===== src/rtl/wb_master_arbiter_pkg.sv =====
// Shared types and widths for the two-master Wishbone arbiter.
package wb_arb_pkg;

  localparam int unsigned WB_ARB_CNT_W = 16;
  localparam int unsigned WB_SEL_W     = 4;
  localparam int unsigned WB_ADDR_W    = 30;
  localparam int unsigned WB_DATA_W    = 32;

  typedef enum logic [1:0] {
    IDLE   = 2'd0,
    GRANT0 = 2'd1,
    GRANT1 = 2'd2,
    ABORT  = 2'd3
  } arb_state_t;

  localparam logic [1:0] GRANT_NONE = 2'b00;
  localparam logic [1:0] GRANT_M0   = 2'b01;
  localparam logic [1:0] GRANT_M1   = 2'b10;

endpackage


===== src/rtl/wb_master_arbiter_if.sv =====
// Pipelined Wishbone bus bundle; master drives the request, slave drives the response.
interface wishbone;
  import wb_arb_pkg::*;

  logic                 stb;
  logic                 cyc;
  logic [WB_SEL_W-1:0]  sel;
  logic [WB_ADDR_W-1:0] addr;
  logic [WB_DATA_W-1:0] mosi_data;
  logic                 stall;
  logic                 ack;
  logic                 err;
  logic [WB_DATA_W-1:0] miso_data;

  modport master (
    output stb, cyc, sel, addr, mosi_data,
    input  stall, ack, err, miso_data
  );

  modport slave (
    input  stb, cyc, sel, addr, mosi_data,
    output stall, ack, err, miso_data
  );

endinterface


===== src/rtl/wb_master_arbiter_watchdog.sv =====
// Saturating idle-response counter; o_expired flags when this cycle's count reaches the limit.
module wb_arb_watchdog
  import wb_arb_pkg::*;
#(
  parameter int unsigned TIMEOUT_CYCLES = 255
) (
  input  logic i_clk,
  input  logic i_reset,
  input  logic i_clear,
  input  logic i_enable,
  output logic o_expired
);

  logic [WB_ARB_CNT_W-1:0] cnt_q, cnt_d;

  always_comb begin
    cnt_d = cnt_q;
    if (i_clear) begin
      cnt_d = '0;
    end else if (i_enable && (cnt_q != '1)) begin
      cnt_d = cnt_q + WB_ARB_CNT_W'(1);
    end
  end

  always_ff @(posedge i_clk) begin
    if (i_reset) begin
      cnt_q <= '0;
    end else begin
      cnt_q <= cnt_d;
    end
  end

  // Compare the updated count so the abort lands right after the last tolerated cycle.
  assign o_expired = (cnt_d >= WB_ARB_CNT_W'(TIMEOUT_CYCLES));

endmodule


===== src/rtl/wb_master_arbiter.sv =====
// Two-master to one-slave pipelined Wishbone arbiter: whole-cyc grants plus watchdog abort.
// Build option WB_ARB_ROUND_ROBIN_EN: ties go to the master not granted last; otherwise m0 wins.
module wb_master_arbiter
  import wb_arb_pkg::*;
#(
  parameter int unsigned TIMEOUT_CYCLES = 255
) (
  input  logic       i_clk,
  input  logic       i_reset,
  wishbone.slave     m0,
  wishbone.slave     m1,
  wishbone.master    s,
  output logic [1:0] o_grant,
  output logic       o_timeout
);

  arb_state_t state_q, state_d;
  logic [1:0] grant_q, grant_d;
  logic       timeout_q, timeout_d;
  logic       tie_to_m1;
  logic       in_grant;
  logic       wd_clear;
  logic       wd_expired;

`ifdef WB_ARB_ROUND_ROBIN_EN
  logic last_m1_q, last_m1_d;

  assign tie_to_m1 = ~last_m1_q;

  // Pointer starts at "m1 last" so m0 takes the first tie.
  always_ff @(posedge i_clk) begin
    if (i_reset) begin
      last_m1_q <= 1'b1;
    end else begin
      last_m1_q <= last_m1_d;
    end
  end
`else
  assign tie_to_m1 = 1'b0;
`endif

  always_ff @(posedge i_clk) begin
    if (i_reset) begin
      state_q   <= IDLE;
      grant_q   <= GRANT_NONE;
      timeout_q <= 1'b0;
    end else begin
      state_q   <= state_d;
      grant_q   <= grant_d;
      timeout_q <= timeout_d;
    end
  end

  // Next state; grant_q keeps the owner through ABORT so the error is routed back to it.
  always_comb begin
    state_d   = state_q;
    grant_d   = grant_q;
    timeout_d = 1'b0;
`ifdef WB_ARB_ROUND_ROBIN_EN
    last_m1_d = last_m1_q;
`endif
    case (state_q)
      IDLE: begin
        grant_d = GRANT_NONE;
        if (m0.cyc && !(m1.cyc && tie_to_m1)) begin
          state_d = GRANT0;
          grant_d = GRANT_M0;
`ifdef WB_ARB_ROUND_ROBIN_EN
          last_m1_d = 1'b0;
`endif
        end else if (m1.cyc) begin
          state_d = GRANT1;
          grant_d = GRANT_M1;
`ifdef WB_ARB_ROUND_ROBIN_EN
          last_m1_d = 1'b1;
`endif
        end
      end
      GRANT0: begin
        if (!m0.cyc) begin
          state_d = IDLE;
          grant_d = GRANT_NONE;
        end else if (wd_expired) begin
          state_d   = ABORT;
          timeout_d = 1'b1;
        end
      end
      GRANT1: begin
        if (!m1.cyc) begin
          state_d = IDLE;
          grant_d = GRANT_NONE;
        end else if (wd_expired) begin
          state_d   = ABORT;
          timeout_d = 1'b1;
        end
      end
      ABORT: begin
        state_d = IDLE;
        grant_d = GRANT_NONE;
      end
      default: begin
        state_d = IDLE;
        grant_d = GRANT_NONE;
      end
    endcase
  end

  // Bus routing: owner talks to the slave, everyone else is held off with stall.
  always_comb begin
    s.cyc        = 1'b0;
    s.stb        = 1'b0;
    s.sel        = '0;
    s.addr       = '0;
    s.mosi_data  = '0;
    m0.stall     = 1'b1;
    m0.ack       = 1'b0;
    m0.err       = 1'b0;
    m0.miso_data = '0;
    m1.stall     = 1'b1;
    m1.ack       = 1'b0;
    m1.err       = 1'b0;
    m1.miso_data = '0;
    case (state_q)
      GRANT0: begin
        s.cyc        = m0.cyc;
        s.stb        = m0.stb;
        s.sel        = m0.sel;
        s.addr       = m0.addr;
        s.mosi_data  = m0.mosi_data;
        m0.stall     = s.stall;
        m0.ack       = s.ack;
        m0.err       = s.err;
        m0.miso_data = s.miso_data;
      end
      GRANT1: begin
        s.cyc        = m1.cyc;
        s.stb        = m1.stb;
        s.sel        = m1.sel;
        s.addr       = m1.addr;
        s.mosi_data  = m1.mosi_data;
        m1.stall     = s.stall;
        m1.ack       = s.ack;
        m1.err       = s.err;
        m1.miso_data = s.miso_data;
      end
      ABORT: begin
        m0.err = grant_q[0];
        m1.err = grant_q[1];
      end
      default: begin
      end
    endcase
  end

  // Any slave response or accepted strobe proves the slave is alive.
  assign in_grant = (state_q == GRANT0) || (state_q == GRANT1);
  assign wd_clear = !in_grant || s.err || s.ack || (s.stb && !s.stall);

  wb_arb_watchdog #(
    .TIMEOUT_CYCLES (TIMEOUT_CYCLES)
  ) u_watchdog (
    .i_clk     (i_clk),
    .i_reset   (i_reset),
    .i_clear   (wd_clear),
    .i_enable  (in_grant),
    .o_expired (wd_expired)
  );

  assign o_grant   = grant_q;
  assign o_timeout = timeout_q;

endmodule


===== src/flat_wrapper.sv =====
// flat-port wrapper written by rule: the top's interface ports become plain ports
module wb_master_arbiter_flat import wb_arb_pkg::*;
#(
  parameter int unsigned TIMEOUT_CYCLES = 255
)
  (i_clk, i_reset, o_grant, o_timeout, m0_stb, m0_cyc, m0_sel, m0_addr, m0_mosi_data, m0_stall, m0_ack, m0_err, m0_miso_data, m1_stb, m1_cyc, m1_sel, m1_addr, m1_mosi_data, m1_stall, m1_ack, m1_err, m1_miso_data, s_stb, s_cyc, s_sel, s_addr, s_mosi_data, s_stall, s_ack, s_err, s_miso_data);
  wishbone m0_i ();
  wishbone m1_i ();
  wishbone s_i ();
  input  logic i_clk;
  input  logic i_reset;
  output logic [1:0] o_grant;
  output logic o_timeout;
  input wire logic [$bits(m0_i.stb)-1:0] m0_stb;
  input wire logic [$bits(m0_i.cyc)-1:0] m0_cyc;
  input wire logic [$bits(m0_i.sel)-1:0] m0_sel;
  input wire logic [$bits(m0_i.addr)-1:0] m0_addr;
  input wire logic [$bits(m0_i.mosi_data)-1:0] m0_mosi_data;
  output wire logic [$bits(m0_i.stall)-1:0] m0_stall;
  output wire logic [$bits(m0_i.ack)-1:0] m0_ack;
  output wire logic [$bits(m0_i.err)-1:0] m0_err;
  output wire logic [$bits(m0_i.miso_data)-1:0] m0_miso_data;
  input wire logic [$bits(m1_i.stb)-1:0] m1_stb;
  input wire logic [$bits(m1_i.cyc)-1:0] m1_cyc;
  input wire logic [$bits(m1_i.sel)-1:0] m1_sel;
  input wire logic [$bits(m1_i.addr)-1:0] m1_addr;
  input wire logic [$bits(m1_i.mosi_data)-1:0] m1_mosi_data;
  output wire logic [$bits(m1_i.stall)-1:0] m1_stall;
  output wire logic [$bits(m1_i.ack)-1:0] m1_ack;
  output wire logic [$bits(m1_i.err)-1:0] m1_err;
  output wire logic [$bits(m1_i.miso_data)-1:0] m1_miso_data;
  output wire logic [$bits(s_i.stb)-1:0] s_stb;
  output wire logic [$bits(s_i.cyc)-1:0] s_cyc;
  output wire logic [$bits(s_i.sel)-1:0] s_sel;
  output wire logic [$bits(s_i.addr)-1:0] s_addr;
  output wire logic [$bits(s_i.mosi_data)-1:0] s_mosi_data;
  input wire logic [$bits(s_i.stall)-1:0] s_stall;
  input wire logic [$bits(s_i.ack)-1:0] s_ack;
  input wire logic [$bits(s_i.err)-1:0] s_err;
  input wire logic [$bits(s_i.miso_data)-1:0] s_miso_data;
  assign m0_i.stb = m0_stb;
  assign m0_i.cyc = m0_cyc;
  assign m0_i.sel = m0_sel;
  assign m0_i.addr = m0_addr;
  assign m0_i.mosi_data = m0_mosi_data;
  assign m0_stall = m0_i.stall;
  assign m0_ack = m0_i.ack;
  assign m0_err = m0_i.err;
  assign m0_miso_data = m0_i.miso_data;
  assign m1_i.stb = m1_stb;
  assign m1_i.cyc = m1_cyc;
  assign m1_i.sel = m1_sel;
  assign m1_i.addr = m1_addr;
  assign m1_i.mosi_data = m1_mosi_data;
  assign m1_stall = m1_i.stall;
  assign m1_ack = m1_i.ack;
  assign m1_err = m1_i.err;
  assign m1_miso_data = m1_i.miso_data;
  assign s_stb = s_i.stb;
  assign s_cyc = s_i.cyc;
  assign s_sel = s_i.sel;
  assign s_addr = s_i.addr;
  assign s_mosi_data = s_i.mosi_data;
  assign s_i.stall = s_stall;
  assign s_i.ack = s_ack;
  assign s_i.err = s_err;
  assign s_i.miso_data = s_miso_data;
  wb_master_arbiter #(.TIMEOUT_CYCLES(TIMEOUT_CYCLES)) u_core (.i_clk(i_clk), .i_reset(i_reset), .m0(m0_i), .m1(m1_i), .s(s_i), .o_grant(o_grant), .o_timeout(o_timeout));
endmodule

===== config.mk =====
export PLATFORM = sky130hd
export DESIGN_NAME = wb_master_arbiter_flat
export DESIGN_NICKNAME = d
export VERILOG_FILES = /design/src/rtl/wb_master_arbiter_pkg.sv /design/src/rtl/wb_master_arbiter_if.sv /design/src/rtl/wb_master_arbiter_watchdog.sv /design/src/rtl/wb_master_arbiter.sv /design/src/flat_wrapper.sv
export SDC_FILE = /design/constraint.sdc
export NUM_CORES = 1
export LEC_CHECK = 0
export CORE_AREA = 2 2 121 123
export DETAILED_ROUTE_END_ITERATION = 8
export DIE_AREA = 0 0 123 125
export HOLD_SLACK_MARGIN = 0.05
export SYNTH_ARGS = -nofsm -noshare
export SYNTH_HDL_FRONTEND = slang
export SYNTH_SLANG_ARGS = --single-unit

===== constraint.sdc =====
create_clock -name i_clk -period 3.2 [get_ports i_clk]
set_clock_uncertainty 0.1 [all_clocks]
set_input_delay 0.64 -clock i_clk [delete_from_list [all_inputs] [get_ports i_clk]]
set_output_delay 0.64 -clock i_clk [all_outputs]
set_load 0.005 [all_outputs]

Word level (Yosys, flattened, before mapping)

Index checks and enable logic that the tools add are counted.

$add $sub $neg: 1
$lt $le $gt $ge: 1
Equal/unequal tests: 7
Mux-type cells: 30
Reductions and logical operators: 10

Operators with widths:

| operator                                             | number |
|---|---|
| two-way mux 32 bit                                   | 2 |
| one-hot mux 32 bit (2 select lines)                  | 1 |
| one-hot mux 30 bit (2 select lines)                  | 1 |
| two-way mux 16 bit                                   | 2 |
| two-way mux 2 bit                                    | 9 |
| adder 16 x 1 -> 16 bit, second input constant        | 1 |
| >= comparator 16 x 8 -> 1 bit, second input constant | 1 |
| != test 16 bit, second input constant                | 1 |
| one-hot mux 2 bit (4 select lines)                   | 2 |
| one-hot mux 1 bit (2 select lines)                   | 5 |
| one-hot mux 4 bit (2 select lines)                   | 1 |
| two-way mux 1 bit                                    | 7 |
| equality test 2 bit, second input constant           | 2 |
| logical OR 1 bit                                     | 4 |
| != test 2 bit, second input constant                 | 2 |
| != test 3 bit, second input constant                 | 1 |
| equality test 2 x 1 -> 1 bit, second input constant  | 1 |
| logical AND 1 bit                                    | 2 |
| zero test 1 bit                                      | 2 |
| zero test 2 bit                                      | 1 |
| AND reduction 2 bit                                  | 1 |

Register bits after elaboration: 21
Input bits: 173
Output and inout bits: 141
Logic and storage cells: 53

Depth between registers and ports, before layout

Word-level depth: 11
Mapped depth: 9
Depth with buffers taken out: 9

Hierarchy

Synthesis repeated with hierarchy kept, for this count alone.

Cell total of the unflattened synthesis: 385
Area, all modules: 2,793.9 µm²

Modules (own cells, without submodules):

| module            | instances | cells each | area an instance (µm²) | sequential area each (µm²) |
|---|---|---|---|---|
| wb_master_arbiter | 1         | 276        | 1,859.3                | 100.1 |
| wb_arb_watchdog   | 1         | 109        | 934.6                  | 320.3 |

Least setup slack after synthesis

OpenSTA, ideal clock, no wires.

Path kind: reg-to-reg
Start: register u_core.u_watchdog.cnt_q[1]
End: register u_core.timeout_q, in the netlist u_core.o_timeout
Setup time: 103 ps
Arrival: 2,086 ps
Required time: 2,997 ps
Path slack: 911 ps
Cell stages (with the launch flop): 9
Buffers on the path: 0
Period minus slack after synthesis: 2,289 ps
Cells stage by stage: dfxtp_1 ha_1 nand4_4 or2_4 nor3_2 nand2_1 a311oi_2 o211ai_2 a2111oi_2

Longest elaborated chain between the ends: 8
Elaborated cells on any way between the ends: 10
Those cells by class: 1 x add/sub; 1 x order compare; 1 x eq/ne; 6 x mux; 1 x reduce/logical

Ends and longest elaborated chain:

| element                                                        | RTL line                                         | source |
|---|---|---|
| start: declaration                                             | wb_master_arbiter_watchdog.sv:14                 | `logic [WB_ARB_CNT_W-1:0] cnt_q, cnt_d;` |
| start signal: assignment                                       | wb_master_arbiter_watchdog.sv:29                 | `cnt_q <= cnt_d;` |
| branches (longest 2 deep; another with adder 16 x 1 -> 16 bit) | -                                                |  |
| two-way mux 16 bit (*)                                         | wb_master_arbiter_watchdog.sv:20                 | `end else if (i_enable && (cnt_q != '1)) begin` |
| two-way mux 16 bit (*)                                         | wb_master_arbiter_watchdog.sv:18                 | `if (i_clear) begin` |
| >= comparator 16 x 8 -> 1 bit (*)                              | wb_master_arbiter_watchdog.sv:34                 | `assign o_expired = (cnt_d >= WB_ARB_CNT_W'(TIMEOUT_CYCLES));` |
| two-way mux 1 bit (*)                                          | wb_master_arbiter.sv:83, wb_master_arbiter.sv:92 |  |
| two-way mux 1 bit, on equally long branches                    | wb_master_arbiter.sv:89, wb_master_arbiter.sv:80 |  |
| one-hot mux 1 bit (2 select lines) (*)                         | wb_master_arbiter.sv:62                          | `case (state_q)` |
| end signal: assignment                                         | wb_master_arbiter.sv:50                          | `timeout_q <= timeout_d;` |
| end: declaration                                               | wb_master_arbiter.sv:19                          | `logic timeout_q, timeout_d;` |

Every way passes the cells marked *.
A chain may end at the register's enable or synchronous reset.

Worst setup path in the final report

Start: register u_core.state_q[0]
End: output port s_addr[2]

Longest elaborated chain between the ends: 2
Elaborated cells on any way between the ends: 3
Those cells by class: 2 x eq/ne; 1 x mux

Ends and longest elaborated chain:

| element                                                             | RTL line                 | source |
|---|---|---|
| start: declaration                                                  | wb_master_arbiter.sv:17  | `arb_state_t state_q, state_d;` |
| start signal: assignment                                            | wb_master_arbiter.sv:48  | `state_q <= state_d;` |
| equality test 2 bit or equality test 2 x 1 -> 1 bit (tied branches) | wb_master_arbiter.sv:123 | `case (state_q)` |
| one-hot mux 30 bit (2 select lines) (*)                             | wb_master_arbiter.sv:123 |  |
| end: declaration                                                    | flat_wrapper.sv:35       | `output wire logic [$bits(s_i.addr)-1:0] s_addr;` |

Mark *: on every way between the ends. The rest lies on a longest branch, timed or not.

==> run_results.csv <==
group,metric,value,unit
outcome,status,"finished clean",
timing,slew_headroom,59.5,%
clock_network,clk_latency,0.25,ns
clock_network,cts_tree,"done",
global_route,antenna_found_initial,0,
finish,area_growth,130,%
global_route,grt_pass1_wl,25700,um
synth,synth-seq-area-share,15.6,%
timing,max_freq,325,MHz
power,p_sw_share,31.6,%
worst_setup_path,cp_cell_sequence,"inv_1, ha_4, buf_12, a22oi_1, nor2_1, clkdlybuf4s50_1",
place,port_buffers,313,
synth,synth.avg_cell_area,6.81,um2
worst_setup_path,worstPathRequired,2.46,ns
clock_network,numCtsBuffers,3,
power,p_switching,0.404,mW
synth,synth_largest_area_cell,"a22oi_1",
floorplanning,die_w,123,um
timing,hold_viol,0,
synth,synth_nets,574,
routing,wl_per_cell,20.5,um
power,power_frac_clock,20.7,%
floorplanning,pin_count,314,
synth,synth_edf_count,0,
finish,drive_above_1_share,5.34,%
clock_network,clkTransAtPathRegs,0.05,ns
timing,rsz0062_at_grt,"no",
finish,finalInstanceArea,0.00618,mm2
timing,worst_pin_slew,0.603,ns
global_route,grt_max_degree,37,
timing,fin_crit,3.08,ns
routing,drt_iter0_markers,228,
global_route,grt_overflow,0,
global_route,grt_use_total,22.2,%
worst_setup_path,crit_type,"register to primary output",
timing,slew_violations,0,
worst_setup_path,slowest_delay,0.56,ns
run,max_cap_violations,0,
place,postPlaceCellArea,0.00608,mm2
power,leakage,2.10,nW
floorplanning,die_h,125,um
clock_network,cts.sinks,21,
timing,fin_setup_tns,0,ns
power,fin_total_pwr,1.28,mW
power,power.internal,0.873,mW
worst_setup_path,worst_setup_path_start_kind,"register",
power,p_comb_share,58.0,%
timing,min_period_over_period,96.2,%
power,irDropWorstVdd,0.163,mV
routing,route.detailed.drc,0,
worst_setup_path,arrival,2.34,ns
timing,setup_viol,0,
floorplanning,initial_core_util,18.9,%
routing,wirelength,18000,um
synth,ys_types,50,
routing,drtPass1Iterations,4,
synth,yosysWarningCount,0,
synth,ys_seq_elements,21,
floorplanning,die-area,0.0154,mm2
floorplanning,core.rowCount,44,
worst_setup_path,endpoint_kind,"primary output",
clock_network,clk_path_buf_depth,2,
power,seq_power_share,21.3,%
synth,yosysTopAreaCellShare,19.0,%
synth,postSynth.asyncResetShare,0,%
finish,insertedDiodeCount,0,
place,hpwl,15000,um
worst_setup_path,worstPathMaxFanout,33,
routing,ant_nets,0,
floorplanning,core_area,0.0142,mm2
clock_network,htree_levels,1,
clock_network,clockRootBuffer,"clkbuf_16",
synth,yosys_most_used_dff,"dfxtp_1",
place,gp_congestion,0.889,
routing,vias,4084,
worst_setup_path,slowest_stage,"clkdlybuf4s50_1",
synth,synth_cells,395,
synth,synth_area,0.00269,mm2
finish,layout.nets,873,
synth,synthTopCellsByArea,"a22oi_1 19%, dfxtp_1 16%, and2_1 15%, nor2_1 13%, clkbuf_1 3.8%",
routing,viasPerCell,4.66,
hold_path,hp-class,"register to register",
global_route,grt_pass1_vias,4187,
power,pwr_density_cell,207,mW/mm2
routing by layer:
metal  wire [um]  up-vias  share of wire (%)  GRT usage [%]
met1        6290     1938                 35           23.4
met5           0        -                  0              0
met3         938       15                5.2           2.83
li1            -     1978                  -              -
met4         397        0                2.2           5.01
met2       10300      153                 57           45.2
worst paths after layout:
path | start | to | slack (ns) | cells after the start
worst min-delay path | u_core.o_grant[1]$_SDFFE_PP0P_ | u_core.o_grant[1]$_SDFFE_PP0P_ | 0.37 | 2
worst max register to register | u_core.u_watchdog.cnt_q[0]$_SDFF_PP0_ | u_core.o_timeout$_SDFF_PP0_ | 0.41 | 8
worst max-delay path | u_core.state_q[0]$_SDFFE_PP0P_ | s_addr[2] | 0.12 | 6
worst min register to register | u_core.o_grant[1]$_SDFFE_PP0P_ | u_core.o_grant[1]$_SDFFE_PP0P_ | 0.37 | 2
registers in the layout (all words and copies together), names as in the netlist:
signal / cells
u_core.o_timeout: 1
u_core.u_watchdog.cnt_q: 16
u_core.o_grant: 2
u_core.state_q: 2
cell type report:
| class | count | area [um2] |
|---|---|---|
| Sequential cell | 21 | 420 |
| Fill cell | 1450 | 8030 |
| Timing Repair Buffer | 330 | 3310 |
| Multi-Input combinational cell | 333 | 2110 |
| Tap cell | 184 | 230 |
| Inverter | 5 | 21.3 |
| Clock buffer | 4 | 78.8 |
power by group through the flow:
stage          Clock, mW  Sequential (mW)  Combinational, mW
2_1_floorplan          0            0.275              0.245
3_3_place_gp           0            0.277              0.734
3_5_place_dp           0            0.277              0.738
4_1_cts            0.269            0.272              0.744
5_1_grt            0.280            0.272              0.793
6_report           0.264            0.272              0.741
kinds of logic after synthesis:
group / count (synthesis) / share of synthesized area [%]
XOR/XNOR: 14 / 4.56
adder cells (fa/ha/maj): 6 / 2.79
multiplexers: 3 / 1.12
flip-flops: 21 / 15.6
AND/OR/NAND/NOR: 219 / 43.4
buffers and inverters: 41 / 6.84
AO/OA/AOI/OAI: 91 / 25.7
cell usage in the layout (no fill, tap or decap), types with 3 or more instances in the layout:
cell type,netlist,final
nand4b_1,4,4
nor3_1,6,6
xor2_1,4,4
a22o_1,3,3
nor3b_1,3,3
a21oi_1,7,7
nand3_1,7,7
buf_4,3,12
buf_12,0,4
ha_1,6,4
mux2i_1,3,3
nor2_1,95,95
inv_1,4,4
xnor2_1,10,10
nand2b_1,3,3
and2_1,66,66
nand2_1,11,11
a22oi_1,68,68
dfxtp_1,21,21
a31oi_1,3,3
clkbuf_16,0,3
nor2b_1,3,3
clkdlybuf4s50_1,0,313
nand4_1,4,4
stage by stage:
| stage | hold slack (ns) | util, % | std cells | worst slack [ns] |
|---|---|---|---|---|
| global route | 0.398 | 43.5 | 877 | 0.00421 |
| global placement | 0.363 | 42.8 | 872 | 0.291 |
| floorplan | 0.355 | - | 395 | 0.911 |
| finish | 0.368 | 43.5 | 877 | 0.122 |
| detailed placement | 0.363 | 42.8 | 872 | 0.320 |
| CTS | 0.370 | 43.4 | 876 | 0.0587 |
synthesized netlist by cell type (3+ instances only):
cell and number:
nor2b_1 3, a31oi_1 3, nor3_1 6, xor2_1 4, nand2b_1 3, a22oi_1 68
buf_1 3, nand2_1 11, ha_1 6, nand4b_1 4, clkbuf_1 27, a22o_1 3
nand4_1 4, buf_4 3, and2_1 66, nand3_1 7, nor2_1 95, a21oi_1 7
xnor2_1 10, dfxtp_1 21, mux2i_1 3, nor3b_1 3, inv_1 4
worst max-delay path: cells and delay by family (launching register included):
kind | cells | cell delay, ns
compound gates | 1 | 0.13
fa+ha+maj | 1 | 0.43
buf+inv | 3 | 0.98
flops | 1 | 0.36
simple gates | 1 | 0.16
repair_timing:
item	4_1_cts	5_1_grt
setup endpoints to repair	0	32
buffers inserted	0	1
resized for setup	0	2
hold buffers	0	0
No activity file was read; power rests on OpenSTA's default activity.
